### src/rtl/ex1_pkg.sv
// Shared types, widths and the reference power/product rule for the ex1 result path.
package ex1_pkg;

  localparam int unsigned X_W = 2;
  localparam int unsigned O_W = 5;

  typedef enum logic [1:0] {
    StIdle,
    StAccum,
    StDone
  } state_e;

  // x==y selects x**y (0**0 = 1), otherwise x*y; both truncated to O_W bits.
  function automatic logic [O_W-1:0] exp_result(input logic [X_W-1:0] x,
                                                 input logic [X_W-1:0] y);
    logic [O_W-1:0] r;
    if (x == y) begin
      r = O_W'(1);
      for (int i = 0; i < (1 << X_W) - 1; i++) begin
        if (i < int'(y)) r = r * O_W'(x);
      end
    end else begin
      r = O_W'(x) * O_W'(y);
    end
    return r;
  endfunction

endpackage

### src/rtl/ex1_ref_model.sv
// Combinational expected-result generator used by the optional sample checker.
module ex1_ref_model
  import ex1_pkg::*;
(
  input  logic [X_W-1:0] x_i,
  input  logic [X_W-1:0] y_i,
  output logic [O_W-1:0] exp_o
);

  assign exp_o = exp_result(x_i, y_i);

endmodule

### src/rtl/ex1_result_acc.sv
// Frame accumulator for x/y power-or-product results: sum, max and power-mode count.
// Defining EX1_ACC_CHECK_EN adds mismatch_cnt, counting samples whose o disagrees with x/y.
module ex1_result_acc
  import ex1_pkg::*;
#(
  parameter int unsigned NUM_SAMPLES = 16,
  parameter int unsigned SUM_W       = 10,
  parameter int unsigned CNT_W       = 5
) (
  input  logic             clk,
  input  logic             rst,
  input  logic             start,
  input  logic             in_valid,
  output logic             in_ready,
  input  logic [X_W-1:0]   in_x,
  input  logic [X_W-1:0]   in_y,
  input  logic [O_W-1:0]   in_o,
  output logic             out_valid,
  input  logic             out_ready,
  output logic [SUM_W-1:0] sum_o,
  output logic             sum_ovf,
  output logic [O_W-1:0]   max_o,
  output logic [CNT_W-1:0] pow_cnt,
`ifdef EX1_ACC_CHECK_EN
  output logic [CNT_W-1:0] mismatch_cnt,
`endif
  output logic             busy
);

  state_e state_q, state_d;

  logic [SUM_W-1:0] sum_q;
  logic             ovf_q;
  logic [O_W-1:0]   max_q;
  logic [CNT_W-1:0] pow_q;
  logic [CNT_W-1:0] cnt_q;

  logic             xfer;
  logic             last;
  logic             clear;
  logic [SUM_W:0]   sum_ext;

  assign xfer    = in_valid & in_ready;
  assign last    = xfer && (cnt_q == CNT_W'(NUM_SAMPLES - 1));
  assign clear   = (state_q == StIdle) && start;
  assign sum_ext = {1'b0, sum_q} + (SUM_W + 1)'(in_o);

  always_ff @(posedge clk) begin
    if (rst) state_q <= StIdle;
    else     state_q <= state_d;
  end

  always_comb begin
    state_d = state_q;
    unique case (state_q)
      StIdle:  if (start) state_d = StAccum;
      StAccum: if (last) state_d = StDone;
      StDone:  if (out_ready) state_d = StIdle;
      default: state_d = StIdle;
    endcase
  end

  always_comb begin
    in_ready  = 1'b0;
    out_valid = 1'b0;
    busy      = 1'b0;
    unique case (state_q)
      StIdle:  ;
      StAccum: begin
        in_ready = 1'b1;
        busy     = 1'b1;
      end
      StDone: begin
        out_valid = 1'b1;
        busy      = 1'b1;
      end
      default: ;
    endcase
  end

  // Accumulators hold through DONE and IDLE so the last summary stays readable until start.
  always_ff @(posedge clk) begin
    if (rst || clear) begin
      sum_q <= '0;
      ovf_q <= 1'b0;
      max_q <= '0;
      pow_q <= '0;
      cnt_q <= '0;
    end else if (xfer) begin
      sum_q <= sum_ext[SUM_W-1:0];
      ovf_q <= ovf_q | sum_ext[SUM_W];
      if (in_o > max_q) max_q <= in_o;
      pow_q <= pow_q + CNT_W'(in_x == in_y);
      cnt_q <= cnt_q + CNT_W'(1);
    end
  end

  assign sum_o   = sum_q;
  assign sum_ovf = ovf_q;
  assign max_o   = max_q;
  assign pow_cnt = pow_q;

`ifdef EX1_ACC_CHECK_EN
  logic [O_W-1:0]   exp_o;
  logic [CNT_W-1:0] mis_q;

  ex1_ref_model u_ref_model (
    .x_i   (in_x),
    .y_i   (in_y),
    .exp_o (exp_o)
  );

  always_ff @(posedge clk) begin
    if (rst || clear)              mis_q <= '0;
    else if (xfer && exp_o != in_o) mis_q <= mis_q + CNT_W'(1);
  end

  assign mismatch_cnt = mis_q;
`endif

endmodule

### config.mk
export PLATFORM = sky130hd
export DESIGN_NAME = ex1_result_acc
export DESIGN_NICKNAME = d
export VERILOG_FILES = /design/src/rtl/ex1_pkg.sv /design/src/rtl/ex1_ref_model.sv /design/src/rtl/ex1_result_acc.sv
export SDC_FILE = /design/constraint.sdc
export NUM_CORES = 1
export LEC_CHECK = 0
export BUFFER_PORTS_ARGS = -buffer_cell sky130_fd_sc_hd__buf_2
export CAP_MARGIN = 5
export CELL_PAD_IN_SITES_DETAIL_PLACEMENT = 0
export CELL_PAD_IN_SITES_GLOBAL_PLACEMENT = 1
export CORE_AREA = 4 4 68 70
export CTS_BUF_LIST = sky130_fd_sc_hd__clkbuf_4 sky130_fd_sc_hd__clkbuf_8
export DETAILED_ROUTE_END_ITERATION = 8
export DIE_AREA = 0 0 72 74
export MAX_ROUTING_LAYER = met4
export PLACE_DENSITY_LB_ADDON = 0.1
export SKIP_LAST_GASP = 1
export SYNTH_ARGS = -nofsm -noshare
export SYNTH_HDL_FRONTEND = slang
export SYNTH_SLANG_ARGS = --single-unit
export TNS_END_PERCENT = 30
### constraint.sdc
create_clock -name clk -period 2 [get_ports clk]
set_input_delay 0.2 -clock clk [delete_from_list [all_inputs] [get_ports clk]]
set_output_delay 0.2 -clock clk [all_outputs]
set_load 0.05 [all_outputs]
## Word-level counts from Yosys, hierarchy flattened

Cells that the tools add are included.

| word-level totals | value |
|---|---|
| register bits | 28 |

| cells by class | value |
|---|---|
| multiplexer cells | 7 |
| add/subtract/negate cells | 3 |
| reduce and logical (&&, ||, !) cells | 7 |
| bitwise operators | 2 |
| $lt $le $gt $ge | 1 |
| eq/ne operators | 7 |

Operators by type and width:

| cell | count |
|---|---|
| 10-bit by 5-bit adder with 11-bit output | 1 |
| 2-bit 2-to-1 mux | 3 |
| 2-bit != test, second input constant | 3 |
| 2-bit one-hot mux with 3 select lines | 1 |
| 5-bit by 1-bit adder with 5-bit output | 1 |
| 5-bit by 1-bit adder with 5-bit output, second input constant | 1 |
| 5-bit by 4-bit == test with 1-bit output, second input constant | 1 |
| 5-bit greater-than comparator | 1 |
| 1-bit 2-to-1 mux | 3 |
| 3-bit AND reduction | 1 |
| 2-bit by 1-bit == test with 1-bit output, second input constant | 1 |
| 2-bit == test | 1 |
| 2-bit == test, second input constant | 1 |
| 1-bit logical AND | 2 |
| 2-bit logical NOT | 1 |
| 2-bit AND reduction | 1 |
| 2-bit OR reduction | 1 |
| 1-bit bitwise AND | 1 |
| 1-bit logical OR | 1 |
| 1-bit bitwise OR | 1 |

## Logic depth before layout (Yosys ltp)

| logic depth | value |
|---|---|
| depth in word-level cells | 6 |
| gate-level depth with buffers | 7 |

## Worst setup path after synthesis

Ideal clock, no wire load.

| timing path | value |
|---|---|
| path kind | register -> register |
| start point | register sum_q[0], in the netlist sum_o[0] |
| end point | register sum_q[8], in the netlist sum_o[8] |
| setup time | 0.123 ns |
| data required time | 1.877 ns |
| path slack | -0.042 ns |
| buffers on the path | 0 |
| arrival | 1.918 ns |
| cell stages (with the launch flop) | 8 |
| clock period less this slack | 2.042 ns |
| cell sequence | dfxtp_1 ha_1 inv_1 fa_1 nor2b_1 o31a_1 o211ai_1 mux2i_1 |

| on the way | value |
|---|---|
| longest elaborated chain between the ends | 1 |

Ends and longest elaborated chain:

| item | RTL line | source |
|---|---|---|
| from (decl) | ex1_result_acc.sv:32 | `logic [SUM_W-1:0] sum_q;` |
| from (signal assigned) | ex1_result_acc.sv:90 | `sum_q <= sum_ext[SUM_W-1:0];` |
| 10-bit by 5-bit adder with 11-bit output | ex1_result_acc.sv:46 | `assign sum_ext = {1'b0, sum_q} + (SUM_W + 1)'(in_o);` |

Every way passes these cells.
A chain may end at the register's enable or synchronous reset.

## Final worst setup path

| timing path | value |
|---|---|
| start point | register cnt_q[0] |
| end point | register state_q[0] |

| on the way | value |
|---|---|
| longest elaborated chain between the ends | 4 |

Ends and longest elaborated chain:

| item | RTL line | source |
|---|---|---|
| from (decl) | ex1_result_acc.sv:36 | `logic [CNT_W-1:0] cnt_q;` |
| from (signal assigned) | ex1_result_acc.sv:94 | `cnt_q <= cnt_q + CNT_W'(1);` |
| 5-bit by 4-bit == test with 1-bit output | ex1_result_acc.sv:44 | `assign last = xfer && (cnt_q == CNT_W'(NUM_SAMPLES - 1));` |
| 1-bit logical AND | ex1_result_acc.sv:44 |  |
| 2-bit != test (no line) | -- |  |
| 3-bit AND reduction (no line) | -- |  |
| to (signal assigned) | ex1_result_acc.sv:49 | `if (rst) state_q <= StIdle;` |
| to (signal assigned) | ex1_result_acc.sv:50 | `else state_q <= state_d;` |
| to (decl) | ex1_result_acc.sv:30 | `state_e state_q, state_d;` |

Every way passes these cells.

==> impl_metrics.env <==
export IMPL_run_status="finished clean"
export IMPL_syn_inst=185
export IMPL_die_w_um=72
export IMPL_fp_dieH_um=74
export IMPL_final_cell_mix="buf_2 (37), dfxtp_1 (27), nand2_1 (19), ha_1 (19), a21oi_1 (18)"
export IMPL_hp_class="primary input to flip-flop"
export IMPL_grt_pass1_wl_um=5934
export IMPL_maxSlewViolCount=0
export IMPL_rrSetupSlack_ns=0.19
export IMPL_cts_buffer_depth=2
export IMPL_fin_area_mm2=0.001932
export IMPL_cts_setup_buffers=0
export IMPL_cp_start_kind="flip-flop"
export IMPL_grt_pass1_vias=1318
export IMPL_crit_reg2reg_launch="cnt_q[0]$_SDFFE_PP0N_"
export IMPL_hold_viol=0
export IMPL_reg2reg_depth=7
export IMPL_clkPwrFrac_pct=25.1
export IMPL_slew_headroom_pct=59.74
export IMPL_synth_ff_latch_count=28
export IMPL_clkLatencyLatePin_ns=0.27
export IMPL_internal_power_mw=1.091
export IMPL_synth_compound_area_share_pct=19.51
export IMPL_p_comb_share_pct=39.7
export IMPL_instances_no_fill=276
export IMPL_rows=23
export IMPL_placed_cell_area_mm2=0.001861
export IMPL_grt_overflow_total=0
export IMPL_min_to="state_q[0]$_SDFFE_PP0P_"
export IMPL_regArea_um2=561.8
export IMPL_diodes=0
export IMPL_drv_cap=0
export IMPL_ys_warnings_count=0
export IMPL_worst_pin_slew_ns=0.6040
export IMPL_cp_arrival_ns=1.98
export IMPL_cp_max_fo=3
export IMPL_port_buffers=37
export IMPL_setup_viol=0
export IMPL_synth_nets=219
export IMPL_antenna_found_initial=0
export IMPL_synthFlopType="dfxtp_1"
export IMPL_min_period_ns=1.807
export IMPL_p_total_mw=1.794
export IMPL_numCtsBuffers=3
export IMPL_timing_rr_end="state_q[0]$_SDFFE_PP0P_"
export IMPL_post_drt_wl_per_cell_um=13.16
export IMPL_synth_edf_count=0
export IMPL_finalSetupTns_ns=0
export IMPL_synthAdderAreaFrac_pct=16.14
export IMPL_nets=261
export IMPL_grt_setup_unrepaired="no"
export IMPL_dieArea_mm2=0.005328
export IMPL_core_mm2=0.003971
export IMPL_period_share_pct=90.35
export IMPL_synth_simple_area_share_pct=17.63
export IMPL_yosys_area_share_xor_xnor_pct=4.389
export IMPL_yosysSeqAreaShare_pct=35.11
export IMPL_n_fill_cell=383
export IMPL_async_flop_share_pct=0
export IMPL_clk_root_buffer_cell="clkbuf_8"
export IMPL_p_sw_share_pct=39.18
export IMPL_p_seq_share_pct=35.3
export IMPL_hpwl_um=2814
export IMPL_peakVddDrop_mv=0.7413
export IMPL_synth_top_family_by_area="compound AO/OA/AOI/OAI gates"
export IMPL_gp_congestion=0.7917
export IMPL_max_freq_mhz=553.4
export IMPL_switching_power_mw=0.7029
export IMPL_cts_hold_buf=0
export IMPL_first_iter_violations=66
export IMPL_hold_start="rst"
export IMPL_syn2layout_area_growth_pct=21.00
export IMPL_leakagePower_nw=0.8898
export IMPL_pin_count=38
export IMPL_path_clk_slew_ns=0.10
export IMPL_grt_usage_pct=14.22
export IMPL_finalClockSkew_ns=0.003522
export IMPL_start_util_pct=40.20
export IMPL_vias=1394
export IMPL_crit_required_ns=2.18
export IMPL_drive_gt1_share_pct=22.12
export IMPL_placed_cells=272
export IMPL_grt_max_degree=19
export IMPL_crit_path_end_kind="flip-flop"
export IMPL_cts_resized=0
export IMPL_viasPerCell=5.051
export IMPL_powerDensity_mw_per_mm2=928.6
export IMPL_htree_levels=1
export IMPL_path_class="flip-flop to flip-flop"
export IMPL_layout_commonest_cell="buf_2"
export IMPL_clock_sinks=28
export IMPL_min_path_cells=2
export IMPL_drtPass1Iterations=4
export IMPL_drtAntennaViolNets=0
export IMPL_ys_types=36
export IMPL_multiInputGateArea_um2=960.9
export IMPL_synth_area_mux_share_pct=2.508
export IMPL_routed_wl_um=3631
export IMPL_cts_tree="done"
export IMPL_synth_area_per_cell_um2=8.630
export IMPL_syn_area_mm2=0.001597
export IMPL_drc=0
==> worst max path at each step <==
stage                                       start                       to  slack, ns
after floorplan           state_q[1]$_SDFFE_PP0P_    sum_o[9]$_SDFFE_PP0N_       0.03
after global placement      sum_o[0]$_SDFFE_PP0N_    sum_o[6]$_SDFFE_PP0N_       0.26
after detailed placement    cnt_q[0]$_SDFFE_PP0N_  state_q[0]$_SDFFE_PP0P_       0.22
after CTS                   cnt_q[0]$_SDFFE_PP0N_  state_q[0]$_SDFFE_PP0P_       0.19
after global routing        cnt_q[1]$_SDFFE_PP0N_  state_q[0]$_SDFFE_PP0P_       0.03
final                       cnt_q[0]$_SDFFE_PP0N_  state_q[0]$_SDFFE_PP0P_       0.19
==> flip-flops by register name, summed over array words and instances (netlist names) <==
register and count:
sum_o 10, cnt_q 5, max_o 5, pow_cnt 5, state_q 2, sum_ovf 1
==> per-layer routing <==
metal	part of all wire (%)	global-route usage [%]	routed length (um)	vias to the layer above
li1	-	-	-	733
met1	47	17.00	1716	626
met2	46	24.80	1688	33
met3	5.7	2.838	208	2
met4	0.47	3.132	17	0
met5	0	-	0	-
==> metrics by stage <==
step	util, %	setup WS (ns)	hold slack, ns
after floorplan	-	0.02612	0.2724
after global placement	46.85	0.2633	0.4085
after global routing	48.65	0.03024	0.1072
after detailed placement	46.85	0.2153	0.4132
final	48.65	0.1930	0.1143
after CTS	48.65	0.1897	0.1115
==> cells by family (layout without fill, tap and decap cells) <==
logic type / count (synthesis) / count (layout)
AO/OA/AOI/OAI: 47 / 47
XOR/XNOR: 8 / 8
adder cells (fa/ha/maj): 20 / 20
buffers and inverters: 19 / 60
flip-flops: 28 / 28
multiplexers: 4 / 4
AND/OR/NAND/NOR: 59 / 59
==> cell type report <==
class	instances	area share [%]
multi-input cells	138	49.74
flip-flops and latches	28	29.08
well taps	50	3.238
clock buffers	3	2.137
repair buffers	42	11.53
inverters	14	2.720
clock inverters	1	1.554
==> worst max-delay path, stage by stage, from the launching register on <==
cell and delay [ns]:
dfxtp_1 0.38, ha_1 0.19, and3_1 0.17, ha_1 0.15, nand2_1 0.05, a222oi_1 0.45, mux2i_1 0.27, nor2_1 0.05
==> power groups by stage <==
stage	clock [mW]	sequential, mW	combinational, mW
2_1_floorplan	0	0.702	0.486
4_1_cts	0.464	0.633	0.713
3_3_place_gp	0	0.643	0.691
6_report	0.450	0.633	0.711
3_5_place_dp	0	0.646	0.711
5_1_grt	0.485	0.638	0.783
==> cells in the mapped netlist, types with 2 or more instances <==
library cell | instances | area (um2)
nand2b_1 | 2 | 12.51
nand3_1 | 6 | 30.03
o21ai_0 | 7 | 35.03
nor2_1 | 16 | 60.06
clkbuf_1 | 2 | 7.510
buf_2 | 3 | 15.01
a21o_1 | 3 | 22.52
o211ai_1 | 3 | 22.52
o211ai_2 | 2 | 25.02
and4_1 | 2 | 17.52
a31o_1 | 2 | 17.52
a211oi_1 | 3 | 22.52
nor2b_1 | 3 | 18.77
a21oi_1 | 18 | 90.09
nand4_1 | 4 | 25.02
nand2_1 | 19 | 71.32
a211o_1 | 2 | 17.52
xor2_1 | 7 | 61.31
inv_1 | 14 | 52.55
dfxtp_1 | 28 | 560.5
and3_1 | 3 | 18.77
mux2i_1 | 4 | 40.04
ha_1 | 19 | 237.7
(Power assumes the default switching activity.)
